`config.mk`:
```
export PLATFORM = sky130hd
export DESIGN_NAME = polar_clip_mul_arbiter_flat
export DESIGN_NICKNAME = d
export VERILOG_FILES = /design/src/rtl/polar_clip_mul_arb_pkg.sv /design/src/rtl/polar_clip_mul_arbiter_if.sv /design/src/rtl/polar_clip_mul_arb_pipe.sv /design/src/rtl/polar_clip_mul_arbiter.sv /design/src/flat_wrapper.sv
export SDC_FILE = /design/constraint.sdc
export NUM_CORES = 1
export LEC_CHECK = 0
export BUFFER_PORTS_ARGS = -buffer_cell sky130_fd_sc_hd__buf_2
export CORE_UTILIZATION = 45
export CTS_BUF_LIST = sky130_fd_sc_hd__clkbuf_4 sky130_fd_sc_hd__clkbuf_8
export DETAILED_ROUTE_END_ITERATION = 16
export GPL_ROUTABILITY_DRIVEN = 0
export PLACE_DENSITY_LB_ADDON = 0.08
export SYNTH_ARGS = -nofsm -noshare
export SYNTH_HDL_FRONTEND = slang
export SYNTH_SLANG_ARGS = --single-unit
```
`constraint.sdc`:
```
create_clock -name clk -period 6.46 [get_ports clk]
set_clock_uncertainty 0.2 [all_clocks]
set_input_delay 0.646 -clock clk [delete_from_list [all_inputs] [get_ports clk]]
set_output_delay 0.646 -clock clk [all_outputs]
set_load 0.02 [all_outputs]
```
`src/rtl/polar_clip_mul_arb_pkg.sv`:
```
// polar_clip_mul_arb_pkg
//   Shared types, constants and the round-robin pick function used by the
//   polar_clip_mul_arbiter slice.
//   MUL_LAT  : register stages inside the shared multiplier
//   DATA_W   : operand / product width (16)
//   MAX_REQ  : widest requester vector rr_pick handles
//   operand_t: signed 16-bit operand
//   rr_pick  : one-hot grant, searching upward from (last+1) mod n
`timescale 1ns/1ps
package polar_clip_mul_arb_pkg;

  localparam int unsigned MUL_LAT = 4;
  localparam int unsigned DATA_W  = 16;
  localparam int unsigned MAX_REQ = 8;

  typedef logic signed [DATA_W-1:0] operand_t;

  function automatic logic [MAX_REQ-1:0] rr_pick(input logic [MAX_REQ-1:0] valid,
                                                 input logic [2:0]         last,
                                                 input int unsigned        n);
    logic [MAX_REQ-1:0] grant;
    logic [2:0]         idx;
    grant = '0;
    for (int unsigned k = 1; k <= MAX_REQ; k++) begin
      idx = 3'((32'(last) + k) % n);
      if (k <= n && grant == '0 && valid[idx]) grant[idx] = 1'b1;
    end
    return grant;
  endfunction

endpackage

```
`src/rtl/polar_clip_mul_arbiter_if.sv`:
```
// polar_clip_mul_arbiter_if
//   Request/result bus of the shared multiplier arbiter.
//   req_valid/req_ready : per-requester handshake (NUM_REQ bits)
//   req_a/req_b         : packed signed operands, requester i at [16i+15:16i]
//   res_valid/res_ready : tagged result stream handshake
//   res_id/res_p        : issuing requester index and low 16 product bits
//   master = requesters + result consumer, slave = arbiter
`timescale 1ns/1ps
interface polar_clip_mul_arbiter_if #(
  parameter int unsigned NUM_REQ = 4,
  parameter int unsigned ID_W    = 2
);
  import polar_clip_mul_arb_pkg::*;

  logic [NUM_REQ-1:0]        req_valid;
  logic [NUM_REQ-1:0]        req_ready;
  logic [NUM_REQ*DATA_W-1:0] req_a;
  logic [NUM_REQ*DATA_W-1:0] req_b;
  logic                      res_valid;
  logic                      res_ready;
  logic [ID_W-1:0]           res_id;
  logic [DATA_W-1:0]         res_p;

  modport master (
    output req_valid, req_a, req_b, res_ready,
    input  req_ready, res_valid, res_id, res_p
  );

  modport slave (
    input  req_valid, req_a, req_b, res_ready,
    output req_ready, res_valid, res_id, res_p
  );

endinterface

```
`src/rtl/polar_clip_mul_arb_pipe.sv`:
```
// polar_clip_mul_arb_pipe
//   4-stage pipelined 16x16 signed multiplier with matching valid/ID sideband.
//   All stages advance only when ce is high.
//   in_valid/in_id/in_a/in_b : issue slot (zeros with valid=0 when idle)
//   out_valid/out_id/out_p   : last stage contents
//   any_valid                : any stage holds a live operation
`timescale 1ns/1ps
module polar_clip_mul_arb_pipe
  import polar_clip_mul_arb_pkg::*;
#(
  parameter int unsigned ID_W = 2
) (
  input  logic              clk,
  input  logic              reset_n,
  input  logic              ce,
  input  logic              in_valid,
  input  logic [ID_W-1:0]   in_id,
  input  operand_t          in_a,
  input  operand_t          in_b,
  output logic              out_valid,
  output logic [ID_W-1:0]   out_id,
  output logic [DATA_W-1:0] out_p,
  output logic              any_valid
);

  operand_t          a_q, b_q;
  logic [DATA_W-1:0] prod_lo, p2_q, p3_q, p4_q;
  logic [MUL_LAT-1:0] v_q;
  logic [ID_W-1:0]   id_q [MUL_LAT];

  // The low half of a two's-complement product is independent of operand
  // signedness, so a 16-bit-wide multiply yields the wrapped result directly.
  assign prod_lo = a_q * b_q;

  always_ff @(posedge clk or negedge reset_n) begin
    if (!reset_n) begin
      a_q  <= '0;
      b_q  <= '0;
      p2_q <= '0;
      p3_q <= '0;
      p4_q <= '0;
      v_q  <= '0;
      for (int unsigned s = 0; s < MUL_LAT; s++) id_q[s] <= '0;
    end else if (ce) begin
      a_q     <= in_a;
      b_q     <= in_b;
      p2_q    <= prod_lo;
      p3_q    <= p2_q;
      p4_q    <= p3_q;
      v_q     <= {v_q[MUL_LAT-2:0], in_valid};
      id_q[0] <= in_id;
      for (int unsigned s = 1; s < MUL_LAT; s++) id_q[s] <= id_q[s-1];
    end
  end

  assign out_valid = v_q[MUL_LAT-1];
  assign out_id    = id_q[MUL_LAT-1];
  assign out_p     = p4_q;
  assign any_valid = |v_q;

endmodule

```
`src/rtl/polar_clip_mul_arbiter.sv`:
```
// polar_clip_mul_arbiter
//   Round-robin arbiter sharing one pipelined signed multiplier among
//   NUM_REQ requesters; results return tagged with the requester index.
//   clk, reset_n : clock, asynchronous active-low reset
//   bus          : polar_clip_mul_arbiter_if.slave (request and result streams)
//   busy         : operation in flight or result pending
//   Optional (macro POLAR_CLIP_MUL_ARB_PERF_EN):
//     perf_clr       : synchronous clear of both counters
//     perf_issue_cnt : accepted requests
//     perf_stall_cnt : cycles with the pipeline frozen
`timescale 1ns/1ps
module polar_clip_mul_arbiter #(
  parameter int unsigned NUM_REQ = 4,
  parameter int unsigned ID_W    = 2,
  parameter int unsigned DATA_W  = 16
) (
  input  logic                          clk,
  input  logic                          reset_n,
  polar_clip_mul_arbiter_if.slave       bus,
  output logic                          busy
`ifdef POLAR_CLIP_MUL_ARB_PERF_EN
  ,
  input  logic                          perf_clr,
  output logic [31:0]                   perf_issue_cnt,
  output logic [31:0]                   perf_stall_cnt
`endif
);
  import polar_clip_mul_arb_pkg::*;

  if (DATA_W != 16) begin : g_bad_data_w
    $error("polar_clip_mul_arbiter: DATA_W must be 16");
  end
  if (NUM_REQ < 2 || NUM_REQ > MAX_REQ || (32'd1 << ID_W) < NUM_REQ) begin : g_bad_num_req
    $error("polar_clip_mul_arbiter: NUM_REQ must be 2..8 and fit in ID_W");
  end

  logic               ce, issue;
  logic [MAX_REQ-1:0] pick;
  logic [NUM_REQ-1:0] grant;
  logic [ID_W-1:0]    last_grant, gid;
  operand_t           din_a, din_b;
  logic               p_valid, p_any;
  logic [ID_W-1:0]    p_id;
  logic [DATA_W-1:0]  p_prod;
  logic               res_valid_q;
  logic [ID_W-1:0]    res_id_q;
  logic [DATA_W-1:0]  res_p_q;
  logic               unused_pick;

  // A held result that is not being taken freezes every stage.
  assign ce = ~(res_valid_q & ~bus.res_ready);

  always_comb pick = rr_pick(MAX_REQ'(bus.req_valid), 3'(last_grant), NUM_REQ);
  assign grant       = pick[NUM_REQ-1:0];
  assign unused_pick = ^pick;

  assign bus.req_ready = ce ? grant : '0;
  assign issue         = ce & (|grant);

  // Grant is one-hot or zero, so the mux falls back to zero operands / ID 0.
  always_comb begin
    gid   = '0;
    din_a = '0;
    din_b = '0;
    for (int unsigned i = 0; i < NUM_REQ; i++) begin
      if (grant[i]) begin
        gid   = ID_W'(i);
        din_a = bus.req_a[i*DATA_W +: DATA_W];
        din_b = bus.req_b[i*DATA_W +: DATA_W];
      end
    end
  end

  always_ff @(posedge clk or negedge reset_n) begin
    if (!reset_n)   last_grant <= ID_W'(NUM_REQ - 1);
    else if (issue) last_grant <= gid;
  end

  polar_clip_mul_arb_pipe #(.ID_W(ID_W)) u_pipe (
    .clk       (clk),
    .reset_n   (reset_n),
    .ce        (ce),
    .in_valid  (issue),
    .in_id     (gid),
    .in_a      (din_a),
    .in_b      (din_b),
    .out_valid (p_valid),
    .out_id    (p_id),
    .out_p     (p_prod),
    .any_valid (p_any)
  );

  always_ff @(posedge clk or negedge reset_n) begin
    if (!reset_n) begin
      res_valid_q <= 1'b0;
      res_id_q    <= '0;
      res_p_q     <= '0;
    end else if (ce) begin
      res_valid_q <= p_valid;
      res_id_q    <= p_id;
      res_p_q     <= p_prod;
    end
  end

  assign bus.res_valid = res_valid_q;
  assign bus.res_id    = res_id_q;
  assign bus.res_p     = res_p_q;
  assign busy          = p_any | res_valid_q;

`ifdef POLAR_CLIP_MUL_ARB_PERF_EN
  always_ff @(posedge clk or negedge reset_n) begin
    if (!reset_n) begin
      perf_issue_cnt <= '0;
      perf_stall_cnt <= '0;
    end else if (perf_clr) begin
      perf_issue_cnt <= '0;
      perf_stall_cnt <= '0;
    end else begin
      if (issue) perf_issue_cnt <= perf_issue_cnt + 32'd1;
      if (!ce)   perf_stall_cnt <= perf_stall_cnt + 32'd1;
    end
  end
`endif

endmodule
```
`src/flat_wrapper.sv`:
```
// flat-port wrapper written by rule: the top's interface ports become plain ports
module polar_clip_mul_arbiter_flat import polar_clip_mul_arb_pkg::*;
#(
  parameter int unsigned NUM_REQ = 4,
  parameter int unsigned ID_W    = 2,
  parameter int unsigned DATA_W  = 16
)
  (clk, reset_n, busy, bus_req_valid, bus_req_a, bus_req_b, bus_res_ready, bus_req_ready, bus_res_valid, bus_res_id, bus_res_p);
  polar_clip_mul_arbiter_if #(.NUM_REQ(NUM_REQ), .ID_W(ID_W)) bus_i ();
  input  logic clk;
  input  logic reset_n;
  output logic busy;
  input wire logic [$bits(bus_i.req_valid)-1:0] bus_req_valid;
  input wire logic [$bits(bus_i.req_a)-1:0] bus_req_a;
  input wire logic [$bits(bus_i.req_b)-1:0] bus_req_b;
  input wire logic [$bits(bus_i.res_ready)-1:0] bus_res_ready;
  output wire logic [$bits(bus_i.req_ready)-1:0] bus_req_ready;
  output wire logic [$bits(bus_i.res_valid)-1:0] bus_res_valid;
  output wire logic [$bits(bus_i.res_id)-1:0] bus_res_id;
  output wire logic [$bits(bus_i.res_p)-1:0] bus_res_p;
  assign bus_i.req_valid = bus_req_valid;
  assign bus_i.req_a = bus_req_a;
  assign bus_i.req_b = bus_req_b;
  assign bus_i.res_ready = bus_res_ready;
  assign bus_req_ready = bus_i.req_ready;
  assign bus_res_valid = bus_i.res_valid;
  assign bus_res_id = bus_i.res_id;
  assign bus_res_p = bus_i.res_p;
  polar_clip_mul_arbiter #(.NUM_REQ(NUM_REQ), .ID_W(ID_W), .DATA_W(DATA_W)) u_core (.clk(clk), .reset_n(reset_n), .bus(bus_i), .busy(busy));
endmodule
```
==> flow_summary_export.csv, run 1 <==
group,metric,value,unit
setup_path,cp.depth,18,
synth,synth_enable_flop_cells,0,
setup_path,setup.worst_path.end_class,"flop",
global_routing,antenna_found_initial,0,
synth,synthDistinctLibCells,53,
global_routing,grt_pass1_vias,8236,
routing,routedLengthMet1,11880,um
synth,top_cell_type_by_total_area_after_synthesis,"dfrtp_1",
layout,diodes,0,
clock_network,cts-root-to-sink-buffers,2,
setup_path,worst_path_largest_cell_delay,0.66,ns
floorplan,rows,54,
synth,synth_area_per_cell,8.909,um^2
clock_network,htree_num_levels,4,
flow_run,drv_cap,0,
synth,synth_fp_nets,1417,
setup_path,reg2regPathDepth,18,
global_routing,pin_count_of_the_biggest_net_entering_global_routing,89,
clock_network,clock_transition_time_at_the_flip_flop_clock_pins_of_the_worst_setup_and_hold_paths,0.09,ns
setup_path,path_buf_inv,5,
outcome,outcome,"finished with violations",
layout,synthToLayoutAreaGrowth,13.14,%
timing,timing.slew.headroom,0.2461,
synth,synth_top_area_share,0.2744,
timing,setup-tns-final,0,ns
timing,fmaxAchievable,178.9,MHz
routing,met2_wirelength,11800,um
setup_path,critPathLaunchType,"flop",
setup_path,critical_path.slowest_cell,"dfrtp_1",
floorplan,die_h,152.0,um
routing,initialDrtViolationCount,374,
global_routing,first_pass_grt_wire_length,42680,um
setup_path,crit_required,6.56,ns
setup_path,worstPathMaxFanout,16,
synth,ffs_latches_synth,113,
setup_path,cp_cell_sequence,"nand2_1, fa_1, fa_1, inv_1, fa_1, inv_1, fa_1, inv_1, fa_1, inv_1, fa_1, inv_1, ha_1, nand3_1, a211oi_1, o31ai_1, xnor2_1, a21oi_1",
synth,combined_area_of_all_synthesized_cells,10120,um^2
place,number_of_buffers_added_on_ports,158,
clock_network,clock_sinks,113,
layout,layout.area.seq,2830,um^2
timing,final_critical_path_setup_slack,0.8712,ns
synth,synth.yosys.warnings,0,
floorplan,initial_utilization,0.4609,
timing,finalMaxSlewViolations,0,
floorplan,fp.dieArea,23090,um^2
clock_network,ctsResizeCount,0,
layout,fin_nets,1534,
timing,min_period_over_period,0.8651,
setup_path,timing.rr.start,"u_core.u_pipe.b_q[1]$_DFFE_PN0N_",
clock_network,tritoncts,"built",
routing,drt_pre_antenna_iters,11,
setup_path,worst_ep_arrival_time,5.69,ns
min_path,worst_hold_path_type,"input port to asynchronous set/reset pin",
setup_path,crit_family,"adder cells",
routing,vias,7990,
timing,rsz0062_at_grt,"false",
layout,final_design_area_no_fill,11450,um^2
clock_network,cts_setup_buffers,0,
synth,seq_area_frac_synth,0.2796,
layout,area_occupied_by_multi_input_gates,6513,um^2
layout,fillerInstances,2068,
timing,fin_crit,5.589,ns
setup_path,timing.critical_path.mode_cell,"fa_1",
routing,via_count_normalized_by_instance_count,5.168,
floorplan,die_width,152.0,um
routing,detail_route.wirelength,25200,um
synth,syn_inst,1136,
clock_network,cts_hold_repair.buffers,0,
layout,instances_no_fill,1546,
place,hpwlAfterDp,18950,um
place,placedCellCount,1514,
setup_path,setup.worst_path.class,"flop to flop",
clock_network,tritoncts.num_buffers,17,
synth,ys_top_cells_by_area,"dfrtp_1, fa_1, nand2_1",
timing,final_hold_viol_count,0,
routing,met3RoutedLength,1288,um
timing,tightest_slew,1.128,ns
clock_network,clock_latency,0.44,ns
routing,antenna_left,0,
layout,post_route_cells_drive_above_1_share,0.2180,
synth,synthArstFlopShare,1.000,
clock_network,clk_root_buffer_cell,"clkbuf_8",
routing,routed.top_layer,"met4",
timing,setup_violations,0,
routing,residual_drc,1,
place,detailed_place.area,11050,um^2
place,placement.setup.worst_slack,0.8379,ns
synth,postSynth.topFlopCell,"dfrtp_1",
setup_path,crit_path_start,"u_core.u_pipe.b_q[1]$_DFFE_PN0N_",
floorplan,ios,159,
global_routing,grt_overflow_total,0,
floorplan,fp.coreArea,21960,um^2
global_routing,grtUsageTotal,0.2322,
routing,detail_route.wl_per_cell,16.30,um
outcome,violations,"DRC",
-- flip-flops by register name, summed over array words and instances, names as in the netlist --
name	flops
u_core.u_pipe.b_q	16
u_core.u_pipe.p3_q	16
u_core.bus.res_id	2
u_core.u_pipe.v_q	4
u_core.u_pipe.id_q	6
u_core.last_grant	2
u_core.u_pipe.out_p	16
u_core.bus.res_valid	1
u_core.u_pipe.a_q	16
u_core.bus.res_p	16
u_core.u_pipe.out_id	2
u_core.u_pipe.p2_q	16
-- synthesized netlist by cell type (6+ instances only) --
library cell  count
buf_6             6
and2_1           66
nor3_1            6
fa_1             79
o21ai_0          67
xor2_1           11
dfrtp_1         111
a221oi_2         29
or4_1            33
nand3_1           6
nand2b_1          6
a21oi_1          20
o211ai_2         25
xnor2_1          27
nand2_1         303
o211ai_1          7
ha_1             67
clkbuf_1         54
nor2_1           17
inv_1           131
-- per-layer routing --
| metal | global-route usage | vias up |
|---|---|---|
| met4 | 0.05053 | 0 |
| li1 | - | 3941 |
| met5 | 0 | - |
| met1 | 0.3176 | 3826 |
| met3 | 0.04250 | 16 |
| met2 | 0.3843 | 207 |
-- area by class of cell --
type | count | area share
clock inverter | 15 | 0.01497
inverter | 131 | 0.04294
multi-input combinational | 823 | 0.5687
sequential | 113 | 0.2472
timing repair buffer | 167 | 0.07517
clock buffer | 17 | 0.02043
tap | 280 | 0.03059
-- cell usage in the layout (no fill, tap or decap), drive strengths merged, types with 3 or more instances in the layout --
| cell type | n |
|---|---|
| nand2 | 303 |
| and2 | 66 |
| inv | 139 |
| a211oi | 5 |
| xnor2 | 27 |
| a21oi | 20 |
| o211ai | 32 |
| xor2 | 11 |
| a22oi | 3 |
| mux4 | 4 |
| dfrtp | 111 |
| o21ai | 68 |
| buf | 167 |
| or3 | 4 |
| nor3 | 6 |
| nor2 | 17 |
| or2 | 4 |
| o31ai | 3 |
| fa | 79 |
| nand3 | 6 |
| a221oi | 32 |
| clkbuf | 17 |
| or4 | 34 |
| nand2b | 6 |
| nor2b | 3 |
| a21o | 4 |
| clkinv | 4 |
| ha | 67 |
-- path summary, 6_finish.rpt --
path | end | slack, ns
min in group clk | u_core.bus.res_p[0]$_DFFE_PN0N_ | 0.27
max in group asynchronous | u_core.u_pipe.a_q[5]$_DFFE_PN0N_ | 4.70
hold / removal | u_core.u_pipe.p2_q[15]$_DFFE_PN0N_ | 0.03
setup reg to reg | u_core.u_pipe.p2_q[15]$_DFFE_PN0N_ | 0.87
setup / recovery | u_core.u_pipe.p2_q[15]$_DFFE_PN0N_ | 0.87
hold reg to reg | u_core.bus.res_p[0]$_DFFE_PN0N_ | 0.27
-- cells by family (layout without fill, tap and decap cells) --
kind of cell | count (synthesis) | in the layout | share of synthesized area
and+or+nand+nor | 452 | 452 | 0.2040
DFF | 113 | 113 | 0.2796
muxes | 6 | 6 | 0.01100
AOI/OAI and AO/OA | 180 | 180 | 0.1509
xor gates and xnor gates | 39 | 39 | 0.03511
buffers and inverters | 200 | 330 | 0.08023
adders and majority gates | 146 | 146 | 0.2391
-- stage by stage --
stage	hold WS, ns	utilization
6_report	0.03333	0.5215
5_1_grt	0.06378	0.5215
4_1_cts	0.03660	0.5215
3_5_place_dp	0.2530	0.5030
3_3_place_gp	0.2477	0.5030
2_1_floorplan	0.1504	-
Power of run 1 is left out: the tool's default activity adds up to more than one toggle a clock period on the data nets, which glitch-free logic cannot reach.
==> run 2: changes to the inputs <==
Settings changed: CORE_MARGIN set to 2.
==> run 2 against run 1 <==
Against the previous run:
- the run now ends clean
- sequential cell count did not move
- die area rose by 2.6%
- largest cell class unchanged
- worst setup slack got worse by 0.031 ns
- final area rose by 0.16%
- via count rose by 0.81%
- non-clock buffer count rose by 1
- count of clock-buffer cells in the layout rose by 2
- fmax fell by 0.54%
- sequential share of layout area barely moved
- core utilization rose by 0.086 points
- critical endpoint unchanged
- critical path depth did not move
- routed wire length rose by 1.7%
==> flow_summary_export.csv, run 2 (synthesis results as in run 1) <==
group,metric,value,unit
layout,fillerInstances,2108,
global_routing,antenna_found_initial,0,
routing,vias,8055,
clock_network,clock_transition_time_at_the_flip_flop_clock_pins_of_the_worst_setup_and_hold_paths,0.07,ns
setup_path,timing.critical_path.mode_cell,"fa_1",
layout,layout.area.seq,2830,um^2
routing,antenna_left,0,
floorplan,ios,159,
floorplan,fp.coreArea,21960,um^2
clock_network,clock_latency,0.44,ns
clock_network,cts_setup_buffers,0,
layout,post_route_cells_drive_above_1_share,0.2186,
routing,initialDrtViolationCount,371,
layout,fin_nets,1535,
routing,drt_pre_antenna_iters,4,
flow_run,drv_cap,0,
floorplan,die_width,154.0,um
global_routing,grt_pass1_vias,8363,
floorplan,rows,54,
routing,residual_drc,0,
place,number_of_buffers_added_on_ports,158,
setup_path,worstPathMaxFanout,16,
clock_network,htree_num_levels,4,
timing,tightest_slew,1.114,ns
setup_path,cp_cell_sequence,"nand2_1, fa_1, fa_1, inv_1, fa_1, inv_1, fa_1, inv_1, fa_1, inv_1, fa_1, inv_1, ha_1, nand3_1, a211oi_1, o31ai_1, xnor2_1, a21oi_1",
timing,min_period_over_period,0.8699,
floorplan,fp.dieArea,23710,um^2
clock_network,clock_sinks,113,
global_routing,pin_count_of_the_biggest_net_entering_global_routing,98,
clock_network,tritoncts.num_buffers,17,
global_routing,grt_overflow_total,0,
global_routing,grtUsageTotal,0.2267,
clock_network,clk_root_buffer_cell,"clkbuf_8",
timing,setup_violations,0,
timing,fmaxAchievable,178.0,MHz
place,hpwlAfterDp,19620,um
layout,commonest_cells_after_routing_fill_and_taps_aside,"nand2_1, buf_2, inv_1, dfrtp_1, fa_1",
layout,area_occupied_by_multi_input_gates,6513,um^2
setup_path,critPathLaunchType,"flop",
routing,detail_route.wl_per_cell,16.57,um
setup_path,worst_ep_arrival_time,5.69,ns
layout,synthToLayoutAreaGrowth,13.33,%
setup_path,crit_required,6.53,ns
clock_network,cts-root-to-sink-buffers,2,
setup_path,reg2regPathDepth,18,
timing,fin_crit,5.619,ns
floorplan,die_h,154.0,um
setup_path,worst_path_largest_cell_delay,0.64,ns
floorplan,initial_utilization,0.4609,
min_path,worst_hold_path_type,"input port to asynchronous set/reset pin",
layout,layout.cells.most_common,"nand2_1",
outcome,outcome,"completed",
setup_path,critical_path.slowest_cell,"dfrtp_1",
timing,setup-tns-final,0,ns
timing,rsz0062_at_grt,"false",
layout,diodes,0,
place,placement.setup.worst_slack,0.8340,ns
clock_network,tritoncts,"built",
routing,via_count_normalized_by_instance_count,5.207,
setup_path,setup.worst_path.end_class,"flop",
routing,detail_route.wirelength,25630,um
timing,final_critical_path_setup_slack,0.8407,ns
clock_network,cts_hold_repair.buffers,0,
timing,timing.slew.headroom,0.2573,
setup_path,setup.worst_path.class,"flop to flop",
global_routing,first_pass_grt_wire_length,42890,um
timing,finalMaxSlewViolations,0,
timing,final_hold_viol_count,0,
clock_network,ctsResizeCount,0,
[run 2: worst paths after layout]
check	start	to	slack (ns)
worst max-delay path	u_core.u_pipe.b_q[1]$_DFFE_PN0N_	u_core.u_pipe.p2_q[15]$_DFFE_PN0N_	0.84
worst min-delay path	reset_n	u_core.u_pipe.p2_q[15]$_DFFE_PN0N_	0.06
worst max register to register	u_core.u_pipe.b_q[1]$_DFFE_PN0N_	u_core.u_pipe.p2_q[15]$_DFFE_PN0N_	0.84
worst min register to register	u_core.u_pipe.id_q[2]$_DFFE_PN0N_	u_core.u_pipe.out_id[0]$_DFFE_PN0N_	0.26
max in group asynchronous	reset_n	u_core.u_pipe.b_q[8]$_DFFE_PN0N_	4.75
min in group clk	u_core.u_pipe.id_q[2]$_DFFE_PN0N_	u_core.u_pipe.out_id[0]$_DFFE_PN0N_	0.26
[run 2: critical path, delay by kind of cell (launching register included)]
family                     cells  cell delay (ns)
xor gates and xnor gates       1             0.18
DFF                            1             0.64
adders and majority gates      7             3.43
and+or+nand+nor                2             0.26
buffers and inverters          5             0.24
AOI/OAI and AO/OA              3             0.52
[run 2: layout make-up]
| class | count | area share |
|---|---|---|
| repair buffers | 168 | 0.07571 |
| well taps | 280 | 0.03054 |
| clock buffers | 19 | 0.02225 |
| flip-flops and latches | 113 | 0.2468 |
| multi-input cells | 823 | 0.5678 |
| clock inverters | 13 | 0.01407 |
| inverters | 131 | 0.04287 |
[run 2: per-stage QoR]
step	std cells	utilization	area [um^2]	hold WS (ns)
3_5_place_dp	1515	0.5034	11050	0.2511
5_1_grt	1547	0.5223	11470	0.1046
2_1_floorplan	1136	-	10120	0.1504
3_3_place_gp	1515	0.5034	11050	0.2474
4_1_cts	1547	0.5223	11470	0.07268
6_report	1547	0.5223	11470	0.06331
[run 2: metal layers]
metal / part of all wire / up-vias / track usage
met5: 0 / - / 0
met4: 0.020 / 0 / 0.06676
met3: 0.047 / 26 / 0.04397
met2: 0.46 / 197 / 0.3619
met1: 0.48 / 3882 / 0.3144
li1: - / 3950 / -
Power of run 2 is left out for the same reason.
==> run 3: changes to the inputs <==
Settings changed: CORE_MARGIN 2 to 1.5, CORE_UTILIZATION 45 to 55.
==> run 3 against run 2 <==
Against the previous run:
- die area down 19%
- fmax up 0.76%
- non-clock buffer count down 1
- final area down 0.35%
- final cell count down 3.4%
- routed wire length down 2.3%
- via count up 2.1%
- sequential share of layout area up 0.087 points
- worst setup slack better by 0.042 ns
- first-iteration DRC count up 21%
- register-to-register slack better by 0.04 ns
- highest routed layer unchanged
==> flow_summary_export.csv, run 3 (synthesis results as in run 1) <==
group,metric,value,unit
global_routing,pin_count_of_the_biggest_net_entering_global_routing,75,
clock_network,htree_num_levels,4,
floorplan,ios,159,
timing,timing.slew.headroom,0.2562,
min_path,min_path_cells,2,
global_routing,grtUsageTotal,0.2715,
setup_path,setup.reg_to_reg.worst_slack,0.88,ns
timing,tightest_slew,1.113,ns
outcome,outcome,"completed",
place,placedCellCount,1462,
floorplan,die_h,138.7,um
timing,whs,0.2622,ns
min_path,hold_start,"u_core.bus.res_p[3]$_DFFE_PN0N_",
global_routing,grt_overflow_total,0,
layout,commonest_cells_after_routing_fill_and_taps_aside,"nand2_1, buf_2, inv_1, dfrtp_1, fa_1",
layout,layout.area.seq,2830,um^2
floorplan,fp.dieArea,19230,um^2
clock_network,tritoncts,"built",
routing,initialDrtViolationCount,448,
layout,area_occupied_by_multi_input_gates,6513,um^2
routing,drt_pre_antenna_iters,5,
setup_path,critPathLaunchType,"flop",
layout,instances_no_fill,1495,
routing,vias,8224,
timing,finalMaxSlewViolations,0,
floorplan,initial_utilization,0.5615,
min_path,worst_hold_path_type,"flop to flop",
routing,antenna_left,0,
timing,fmaxAchievable,179.3,MHz
clock_network,clock_transition_time_at_the_flip_flop_clock_pins_of_the_worst_setup_and_hold_paths,0.07,ns
routing,detail_route.wl_per_cell,16.76,um
timing,fin_crit,5.577,ns
setup_path,worstPathMaxFanout,13,
routing,detail_route.wirelength,25060,um
clock_network,clock_latency,0.44,ns
layout,synthToLayoutAreaGrowth,12.93,%
timing,min_period_over_period,0.8633,
clock_network,tritoncts.num_buffers,17,
clock_network,clock_sinks,113,
layout,fillerInstances,1616,
setup_path,worstReg2RegEnd,"u_core.u_pipe.p2_q[15]$_DFFE_PN0N_",
layout,post_route_cells_drive_above_1_share,0.2172,
floorplan,die_width,138.7,um
routing,routedLengthMet1,10960,um
min_path,min_to,"u_core.bus.res_p[3]$_DFFE_PN0N_",
timing,rsz0062_at_grt,"false",
routing,residual_drc,0,
timing,setup-tns-final,0,ns
routing,met3RoutedLength,1521,um
setup_path,reg2regPathDepth,19,
setup_path,timing.rr.start,"u_core.u_pipe.b_q[4]$_DFFE_PN0N_",
clock_network,cts-root-to-sink-buffers,2,
place,number_of_buffers_added_on_ports,158,
timing,final_hold_viol_count,0,
global_routing,antenna_found_initial,0,
layout,final_design_area_no_fill,11430,um^2
place,hpwlAfterDp,19060,um
global_routing,grt_pass1_vias,8315,
routing,met2_wirelength,12200,um
setup_path,setup.worst_path.class,"flop to flop",
setup_path,crit_required,6.54,ns
setup_path,setup.worst_path.end_class,"flop",
routing,routed.top_layer,"met4",
floorplan,rows,49,
layout,fin_nets,1534,
floorplan,fp.coreArea,18020,um^2
layout,layout.cells.most_common,"nand2_1",
timing,setup_violations,0,
setup_path,worst_ep_arrival_time,5.66,ns
clock_network,clk_root_buffer_cell,"clkbuf_8",
layout,diodes,0,
place,detailed_place.area,10970,um^2
flow_run,drv_cap,0,
global_routing,first_pass_grt_wire_length,41830,um
routing,via_count_normalized_by_instance_count,5.501,
==> run 3: changes by cell type in the layout (fill, tap and decap cells not counted) <==
cell and delta:
clkbuf_4 +3, buf_4 -2, clkinv_4 -2, clkinvlp_4 -2, bufinv_16 +1, clkbuf_8 +1, clkinv_2 -1, dlygate4sd3_1 +1
==> run 3: metal layers <==
layer  track usage  up-vias
met1        0.3609     3970
li1              -     3948
met4       0.07346        0
met5             0        -
met2        0.4619      279
met3       0.04696       27
==> run 3: what timing repair did <==
| item | CTS | global route |
|---|---|---|
| buffers inserted | 0 | 0 |
| hold endpoints to repair | 7 | 0 |
| resized for setup | 0 | 0 |
| hold buffers | 1 | 0 |
==> run 3: worst max-delay path: stages (launching register included) <==
cell      delay [ns]
dfrtp_1         0.54
and2_1          0.26
fa_1            0.54
inv_1           0.05
fa_1            0.48
inv_1           0.05
fa_1            0.49
inv_1           0.05
fa_1            0.52
inv_1           0.05
fa_1            0.47
inv_1           0.05
fa_1            0.47
inv_1           0.04
ha_1            0.37
nand3_1         0.10
a211oi_1        0.29
o31ai_1         0.17
xnor2_1         0.17
a21oi_1         0.08
==> run 3: how the worst max path moves through the flow <==
stage	start	endpoint	slack (ns)
final	u_core.u_pipe.b_q[4]$_DFFE_PN0N_	u_core.u_pipe.p2_q[15]$_DFFE_PN0N_	0.88
after global routing	u_core.u_pipe.b_q[1]$_DFFE_PN0N_	u_core.u_pipe.p2_q[15]$_DFFE_PN0N_	0.57
after CTS	u_core.u_pipe.b_q[1]$_DFFE_PN0N_	u_core.u_pipe.p2_q[15]$_DFFE_PN0N_	0.86
after detailed placement	u_core.u_pipe.b_q[1]$_DFFE_PN0N_	u_core.u_pipe.p2_q[15]$_DFFE_PN0N_	0.87
after global placement	u_core.u_pipe.b_q[1]$_DFFE_PN0N_	u_core.u_pipe.p2_q[15]$_DFFE_PN0N_	0.94
after floorplan	u_core.u_pipe.b_q[1]$_DFFE_PN0N_	u_core.u_pipe.p2_q[12]$_DFFE_PN0N_	1.13
==> run 3: stage by stage <==
step           setup slack (ns)    util
2_1_floorplan             1.130       -
3_5_place_dp             0.8694  0.6088
3_3_place_gp             0.9393  0.6088
5_1_grt                  0.5713  0.6341
6_report                 0.8831  0.6341
4_1_cts                  0.8602  0.6341
==> run 3: area by class of cell <==
type                       count  area share
clock buffer                  23     0.02551
clock inverter                 9     0.01346
inverter                     131     0.04302
multi-input combinational    823      0.5698
sequential                   113      0.2476
tap                          229     0.02507
timing repair buffer         167     0.07553
Power of run 3 is left out for the same reason.
